$ cat config.mk
export PLATFORM = sky130hd
export DESIGN_NAME = data_mem_dump
export DESIGN_NICKNAME = d
export VERILOG_FILES = /design/src/rtl/data_mem_dump_pkg.sv /design/src/rtl/data_mem_dump.sv
export SDC_FILE = /design/constraint.sdc
export NUM_CORES = 1
export LEC_CHECK = 0
export CELL_PAD_IN_SITES_DETAIL_PLACEMENT = 0
export CELL_PAD_IN_SITES_GLOBAL_PLACEMENT = 2
export CORE_UTILIZATION = 25
export DETAILED_ROUTE_END_ITERATION = 6
export MAX_ROUTING_LAYER = met4
export PLACE_DENSITY_LB_ADDON = 0.15
export SYNTH_ARGS = -nofsm -noshare
export SYNTH_HDL_FRONTEND = slang
export SYNTH_SLANG_ARGS = --single-unit
$ cat constraint.sdc
create_clock -name clk -period 3.05 [get_ports clk]
set_clock_uncertainty 0.1 [all_clocks]
set_input_delay 0.61 -clock clk [delete_from_list [all_inputs] [get_ports clk]]
set_output_delay 0.61 -clock clk [all_outputs]
set_load 0.005 [all_outputs]
$ cat src/rtl/data_mem_dump_pkg.sv
// Shared constants and types for the data-memory dump engine.
//   DEF_*   : default geometry of the data memory and the dump stream
//   state_e : dump FSM state encoding
//   word_t  : one stream beat (header flag, index, data word)
package data_mem_dump_pkg;

  localparam int unsigned DEF_DEPTH  = 64;
  localparam int unsigned DEF_IDX_W  = 6;
  localparam int unsigned DEF_DATA_W = 32;
  localparam int unsigned DEF_ADDR_W = 32;

  typedef enum logic [2:0] {
    ST_IDLE = 3'd0,
    ST_HDR  = 3'd1,
    ST_RD   = 3'd2,
    ST_SEND = 3'd3,
    ST_FIN  = 3'd4
  } state_e;

  typedef struct packed {
    logic                  is_hdr;
    logic [DEF_IDX_W-1:0]  idx;
    logic [DEF_DATA_W-1:0] data;
  } word_t;

endpackage

$ cat src/rtl/data_mem_dump.sv
// Data-memory dump engine. On a program-finished pulse it captures the final
// PC, emits it as a header word, then reads every data-memory word in address
// order and streams it over a valid/ready interface.
//
// Ports:
//   clk, reset            clock, synchronous active-high reset
//   start, pc_final       program-finished pulse and PC captured with it
//   mem_read, mem_addr    read strobe / word address to the data memory
//   mem_data              combinational read data from the data memory
//   mem_hold              high while dumping; core gates its memory writes
//   out_valid/out_ready   stream handshake
//   out_data, out_is_hdr  stream word and header marker
//   out_idx               memory index of the current word (0 for the header)
//   busy, done            activity flag and end-of-dump pulse
module data_mem_dump
  import data_mem_dump_pkg::*;
#(
  parameter int unsigned DEPTH  = DEF_DEPTH,
  parameter int unsigned IDX_W  = DEF_IDX_W,
  parameter int unsigned DATA_W = DEF_DATA_W,
  parameter int unsigned ADDR_W = DEF_ADDR_W
) (
  input  logic              clk,
  input  logic              reset,
  input  logic              start,
  input  logic [ADDR_W-1:0] pc_final,
  output logic              mem_read,
  output logic [ADDR_W-1:0] mem_addr,
  input  logic [DATA_W-1:0] mem_data,
  output logic              mem_hold,
  output logic              out_valid,
  input  logic              out_ready,
  output logic [DATA_W-1:0] out_data,
  output logic              out_is_hdr,
  output logic [IDX_W-1:0]  out_idx,
  output logic              busy,
  output logic              done
);

  state_e             state;
  state_e             state_next;
  logic [IDX_W-1:0]   idx_q;
  logic [ADDR_W-1:0]  pc_q;
  logic [DATA_W-1:0]  data_q;
  logic               xfer_c;
  logic               last_c;

  assign xfer_c = out_valid && out_ready;
  assign last_c = (idx_q == IDX_W'(DEPTH - 1));

  // State register
  always_ff @(posedge clk) begin
    if (reset) begin
      state <= ST_IDLE;
    end else begin
      state <= state_next;
    end
  end

  // Next-state logic
  always_comb begin
    state_next = state;
    case (state)
      ST_IDLE: if (start)  state_next = ST_HDR;
      ST_HDR:  if (xfer_c) state_next = ST_RD;
      ST_RD:               state_next = ST_SEND;
      ST_SEND: if (xfer_c) state_next = last_c ? ST_FIN : ST_RD;
      ST_FIN:              state_next = ST_IDLE;
      default:             state_next = ST_IDLE;
    endcase
  end

  // Output decode; all outputs are functions of the state and the datapath
  // registers, so they hold steady while the consumer stalls.
  always_comb begin
    mem_read   = 1'b0;
    mem_addr   = ADDR_W'(idx_q);
    out_valid  = 1'b0;
    out_data   = '0;
    out_is_hdr = 1'b0;
    out_idx    = '0;
    busy       = 1'b1;
    done       = 1'b0;
    case (state)
      ST_IDLE: begin
        busy = 1'b0;
      end
      ST_HDR: begin
        out_valid  = 1'b1;
        out_is_hdr = 1'b1;
        out_data   = DATA_W'(pc_q);
      end
      ST_RD: begin
        mem_read = 1'b1;
      end
      ST_SEND: begin
        out_valid = 1'b1;
        out_data  = data_q;
        out_idx   = idx_q;
      end
      ST_FIN: begin
        done = 1'b1;
      end
      default: begin
        busy = 1'b0;
      end
    endcase
    mem_hold = busy;
  end

  // Datapath: captured PC, word index and read-data register
  always_ff @(posedge clk) begin
    if (reset) begin
      pc_q   <= '0;
      idx_q  <= '0;
      data_q <= '0;
    end else begin
      case (state)
        ST_IDLE: begin
          if (start) begin
            pc_q  <= pc_final;
            idx_q <= '0;
          end
        end
        ST_RD: begin
          data_q <= mem_data;
        end
        ST_SEND: begin
          // Terminal test on DEPTH-1 keeps idx from ever wrapping.
          if (xfer_c && !last_c) idx_q <= idx_q + IDX_W'(1);
        end
        default: ;
      endcase
    end
  end

endmodule

==> results.md, run 1 <==
- Die H: between 100 and 150 um
- # clock sinks: between 70 and 80
- Final ANT Viol Nets: 0
- Yosys warns: 0
- Buf/Inv on CP: 2
- Mux cell area share after synthesis: 0.0962
- 1st-pass router iterations: 4
- Endpoints failing setup: 0
- CORE AREA: about 13000 sq um
- Overall Global Routing Usage: 0.154
- Crit. End Element: output port
- Min cycle time layout: roughly 2700 ps
- Max-slew headroom: 0.551
- Resized cells post-CTS: 0
- DR WL/cell: about 14 um
- Max_cap viols: 0
- Fmax: roughly 360 MHz
- Gate Count Post-Synth: around 450
- H-tree depth: 3
- Crit path DAT: 2030 ps
- Fin. max-slew vios: 0
- Main combinational cell family by area after synthesis: simple AND/OR/NAND/NOR gates
- CP Depth: 4
- Pwr dens: 510 nW/um^2
- R2R depth: 5
- Worst path slowest cell: clkdlybuf4s50_1
- Part of the cycle the worst path needs: 0.899
- Post-layout util: 0.377
- Clk buf depth: 2
- Critical Path Start: state[2]$_SDFFE_PP0P_
- Total grt overflow: 0
- Maximum vdd drop: 216 uV
- Adder-cell share of the synthesized area: 0.00365
- Initial antenna violation count: 0
- IO Count: 144
- Compound-Gate Fraction of Synth Area: 0.127
- Sequential cell area: between 1000 and 1500 sq um
- First-pass GRT wire length: 16.3 mm
- CP Cell Sequence: nand2b_2, buf_4, nor2_1, clkdlybuf4s50_1
- Synth Flop Type: dfxtp_1
- Hold Crit Class: reg2reg
- Routed vias/inst: roughly 4.4
- Kind of critical path: reg2out
- Vias in the first global route: 3054
- Die width: 119 um
- Setup TNS: 0 ps
- Drt drc: 0
- Avg Cell Area, Syn: 7.64 sq um
- Vias: 3214
- Synth unique cells: 33
- Reg clk slew, reported paths: 60 ps
- Yosys reg bits: between 70 and 80
- FFs w/ async S/R, synth: 0
- Sequential-to-total area share from yosys stat: 0.426
- CP startpoint kind: flip-flop
- Largest net degree at the start of global routing: 37
- Initial DRC Count: between 100 and 150
- Critical Path RT: around 2300 ps
- Multi-input logic area: 1720 sq um
- Synth Cell Area: 3430 sq um
- TritonCTS clock tree: built
- Cts bufs inserted: 9
- Clock Latency Late Sink: ~330 ps
- Layout cell share with drive strength beyond 1: 0.0660
- Post-DP HPWL: 7.12 mm
- CP endpoint: out_data[18]
- RePlAce Congestion: 0.746
- Reg2reg end: idx_q[2]$_SDFFE_PP0P_
- Reg2reg start: state[1]$_SDFFE_PP0P_
- Outcome: complete, no violations
- CP Max Fanout: 19
- P&R area growth vs syn: 46.2%
- Leakage: 1.80 nW
- Post-synth EDFFs: 0
- Final non-filler cell total: ~740
- R2r setup slk: 840 ps
- Share of the synthesized area in the top cell type: 0.426
- CP top delay family: buffers and inverters
- Post-CTS Hold Buffers: 0
- WL final: 10.5 mm
- Die area: about 14000 sq um
- Clk root buf: clkbuf_16
- Initial core utilization: 0.258
- Port-buffer cells: about 120
- Setup Buffers After CTS: 0
- Synth Area in XOR/XNOR: 0.00255
- RSZ-0062 raised after global routing: false
- Simple-gate share of the synthesized area: 0.239
- Post-Place Cells: 721
- Post-synth top area cell: dfxtp_1
- Fin. Hold Viols: 0
- Area contributors post-synth: dfxtp_1 (43%), nand2_1 (14%), a21oi_1 (10%), mux2i_1 (9.6%), buf_4 (5.9%)
- Crit path largest cell delay: 520 ps
- Row count: 42
- Slew @ Worst Pin: about 670 ps
- Antenna cells: 0
- # fillers: 1370
- # nets final: 625
layer usage:
metal / track usage / vias up / share of wire
met2: 0.240 / 85 / 0.46
li1: - / 1636 / -
met4: 0.0593 / 0 / 0.011
met1: 0.198 / 1481 / 0.49
met3: 0.0254 / 12 / 0.036
met5: - / - / 0
layout make-up:
class,count,share of cell area
Timing Repair Buffer,131,0.253
Inverter,4,0.00299
Multi-Input combinational cell,337,0.342
Clock inverter,5,0.0155
Tap cell,176,0.0439
Sequential cell,73,0.292
Clock buffer,11,0.0504
worst register-to-register path, stage by stage (launching register included):
cell      delay [ps]
dfxtp_2          400
buf_4            260
or4b_1           790
a211oi_2         300
a21oi_1           70
o32ai_2          200
placed cells by master (no fill, tap or decap), types with 3 or more instances in the layout:
master,instances
nand2_1,132
clkdlybuf4s50_1,116
dfxtp_1,72
a21oi_1,71
nor2_1,36
mux2i_1,33
conb_1,26
buf_4,14
clkbuf_16,9
and2_1,7
nand3_1,6
nand2b_1,4
inv_1,3
nor3_1,3
power breakdown:
group          internal [mW]  switching, mW  leakage [nW]  total, mW
registers               1.00         0.0262         0.595       1.03
logic                  0.184          0.187          1.04      0.372
clock network          0.758          0.401         0.162       1.16
metrics by stage:
step           power [mW]  worst slack, ps  hold WS, ps  cell area [sq um]
2_1_floorplan        1.25             1040          336               3530
3_3_place_gp         1.43              444          343               4690
3_5_place_dp         1.43              416          346               4690
4_1_cts              2.59              239          354               5020
5_1_grt              2.67              192          371               5020
6_report             2.56              308          350               5020
registers in the layout, summed over array words and instances (netlist names):
register	flops
data_q	32
idx_q	6
pc_q	32
state	3
Yosys cell counts, drive strengths merged, types with 2 or more instances:
cell type	n
a311oi	2
nor3	3
clkbuf	23
nor2	36
nand3	6
inv	4
dfxtp	73
o32ai	2
nand2	132
and3	2
and2	7
buf	37
mux2i	33
a21oi	71
nand2b	5
worst min-delay path by stage:
stage | startpoint | end | slack [ps] | cells past startpoint
6_report | data_q[29]$_SDFFE_PP0P_ | data_q[29]$_SDFFE_PP0P_ | 350 | 2
2_1_floorplan | pc_q[0]$_SDFFE_PP0P_ | pc_q[0]$_SDFFE_PP0P_ | 340 | 2
4_1_cts | data_q[23]$_SDFFE_PP0P_ | data_q[23]$_SDFFE_PP0P_ | 350 | 2
5_1_grt | data_q[17]$_SDFFE_PP0P_ | data_q[17]$_SDFFE_PP0P_ | 370 | 2
3_5_place_dp | pc_q[2]$_SDFFE_PP0P_ | pc_q[2]$_SDFFE_PP0P_ | 350 | 2
3_3_place_gp | pc_q[11]$_SDFFE_PP0P_ | pc_q[11]$_SDFFE_PP0P_ | 340 | 2
kinds of logic after synthesis:
logic type	count (synthesis)
AND/OR/NAND/NOR	197
AO/OA/AOI/OAI	79
flip-flops	73
buffers and inverters	64
multiplexers	33
adder cells (fa/ha/maj)	1
other	1
XOR/XNOR	1
(Power assumes the default switching activity.)
==> inputs of run 2 (changes only) <==
--- a/config.mk
+++ b/config.mk
@@ -7,6 +7,7 @@
 export LEC_CHECK = 0
 export CELL_PAD_IN_SITES_DETAIL_PLACEMENT = 0
 export CELL_PAD_IN_SITES_GLOBAL_PLACEMENT = 2
+export CORE_ASPECT_RATIO = 1.2
 export CORE_UTILIZATION = 25
 export DETAILED_ROUTE_END_ITERATION = 6
 export MAX_ROUTING_LAYER = met4
==> run 2 against run 1 <==
Compared with the run above: fmax fell by 0.70%; worst hold slack improved by 1.3 ps; utilization fell by 0.56 points; critical path depth did not move; sequential share of layout area rose by 0.44 points; wire length fell by 2.6%; clock power fell by 14%; count of clock-buffer cells in the layout rose by 2; critical path type unchanged; largest power group is now sequential cells.
==> results.md, run 2 (synthesis gave the netlist of run 1 again) <==
- WL final: 10.2 mm
- Cts bufs inserted: 9
- Fmax: 362 MHz
- Resized cells post-CTS: 0
- Clock Latency Late Sink: 330 ps
- Overall Global Routing Usage: 0.153
- Drt drc: 0
- Crit. End Element: output port
- Largest net degree at the start of global routing: 36
- Max_cap viols: 0
- CORE AREA: 13300 sq um
- Reg clk slew, reported paths: 60 ps
- CP top delay family: buffers and inverters
- Initial antenna violation count: 0
- Endpoints failing setup: 0
- Die width: 109 um
- Die H: approximately 130 um
- Vias: 3220
- Final ANT Viol Nets: 0
- Switching share of total power: 0.248
- Clk buf depth: 2
- IO Count: 144
- Seq pwr share: 0.432
- Commonest non-fill, non-tap cell in the layout: nand2_1
- Multi-input logic area: 1710 sq um
- Routed vias/inst: between 4 and 5
- Initial core utilization: 0.258
- Setup Buffers After CTS: 0
- Hold Crit Class: reg2reg
- R2R depth: 5
- Crit path DAT: 2050 ps
- Most frequent cells in the layout: nand2_1 (132), clkdlybuf4s50_1 (116), dfxtp_1 (72)
- R2r setup slk: 1000 ps
- Die area: roughly 14000 sq um
- Part of the cycle the worst path needs: 0.905
- Clk root buf: clkbuf_16
- Post-CTS Hold Buffers: 0
- CP Max Fanout: 17
- Sw Pwr: 593 uW
- DR WL/cell: 14.0 um
- # nets final: 623
- Post-DP HPWL: 7.13 mm
- Sequential cell area: 1460 sq um
- CP startpoint kind: flip-flop
- First-pass GRT wire length: 16.0 mm
- # clock sinks: 73
- # fillers: 1443
- Buf/Inv on CP: 2
- H-tree depth: 3
- Power Internal: 1.80 mW
- Vias in the first global route: approximately 3000
- Kind of critical path: reg2out
- Initial DRC Count: 93
- Outcome: complete, no violations
- Port-buffer cells: 117
- Crit path largest cell delay: 530 ps
- Layout cell share with drive strength beyond 1: 0.0573
- Reg2reg start: state[1]$_SDFFE_PP0P_
- Min cycle time layout: 2760 ps
- Pwr dens: 483 nW/um^2
- TritonCTS clock tree: built
- Hold Path Origin: pc_q[8]$_SDFFE_PP0P_
- Antenna cells: 0
- WHS Endpoint: pc_q[8]$_SDFFE_PP0P_
- Leakage: 1.77 nW
- RePlAce Congestion: around 0.73
- RSZ-0062 raised after global routing: false
- Worst path slowest cell: clkdlybuf4s50_1
- Row count: 46
- Clock network power share: 0.417
- Worst Hold Depth: 2
- 1st-pass router iterations: 4
- Setup TNS: 0 ps
- Total grt overflow: 0
- Maximum vdd drop: 211 uV
- CP Cell Sequence: buf_4, nor2_1, xnor2_1, clkdlybuf4s50_1
- Registers with the most flip-flops: data_q x32, pc_q x32, idx_q x6
- Fin. Hold Viols: 0
- Critical Path RT: 2340 ps
- Power share of the combinational group: 0.151
- P&R area growth vs syn: 44.0%
- Reg2reg end: idx_q[3]$_SDFFE_PP0P_
- Fin. max-slew vios: 0
- Worst hold slack: 352 ps
-- run 2: changes by cell type in the layout (fill, tap and decap cells not counted) --
cell       before  now
clkbuf_8        2    3
nand2b_1        4    5
clkbuf_1        0    1
buf_4          14   12
nand2b_2        1    0
clkinv_2        2    1
bufinv_16       2    0
-- run 2: stage by stage --
step | setup slack (ps) | power [mW] | instances | instance area [sq um] | utilization
final | 289 | 2.39 | 726 | 4940 | 0.372
after floorplan | 1040 | 1.25 | 474 | 3530 | -
after CTS | 247 | 2.43 | 726 | 4940 | 0.372
after global routing | 169 | 2.51 | 726 | 4940 | 0.372
after global placement | 635 | 1.42 | 711 | 4660 | 0.350
after detailed placement | 604 | 1.42 | 711 | 4660 | 0.350
-- run 2: worst max path at each step --
stage / depth (start not counted) / endpoint / slack [ps] / from
after floorplan: 4 / out_data[11] / 1040 / state[1]$_SDFFE_PP0P_
after global placement: 4 / busy / 630 / state[1]$_SDFFE_PP0P_
after detailed placement: 4 / mem_hold / 600 / state[1]$_SDFFE_PP0P_
after CTS: 4 / mem_hold / 250 / state[1]$_SDFFE_PP0P_
after global routing: 4 / busy / 170 / state[1]$_SDFFE_PP0P_
final: 4 / mem_hold / 290 / state[1]$_SDFFE_PP0P_
-- run 2: layout make-up --
| cell class | count | share of cell area |
|---|---|---|
| multi-input cells | 337 | 0.347 |
| well taps | 168 | 0.0425 |
| inverters | 4 | 0.00304 |
| repair buffers | 129 | 0.254 |
| flip-flops and latches | 73 | 0.296 |
| clock buffers | 13 | 0.0547 |
| clock inverters | 2 | 0.00253 |
-- run 2: power by group through the flow --
| stage | Clock [mW] | Sequential, mW | Combinational (mW) |
|---|---|---|---|
| after detailed placement | 0 | 1.05 | 0.366 |
| after global placement | 0 | 1.05 | 0.366 |
| final | 0.997 | 1.03 | 0.360 |
| after floorplan | 0 | 1.04 | 0.210 |
| after global routing | 1.07 | 1.04 | 0.401 |
| after CTS | 1.03 | 1.03 | 0.368 |
-- run 2: per-layer routing --
| layer | track usage | wire length, um |
|---|---|---|
| met5 | - | 0 |
| met3 | 0.0335 | 467 |
| met4 | 0.0572 | 117 |
| met2 | 0.244 | 5000 |
| met1 | 0.188 | 4600 |
-- run 2: tightest hold or removal path, stage by stage, from the launching register on --
cell and delay [ps]:
dfxtp_1 300, nand2_1 50, a21oi_1 50
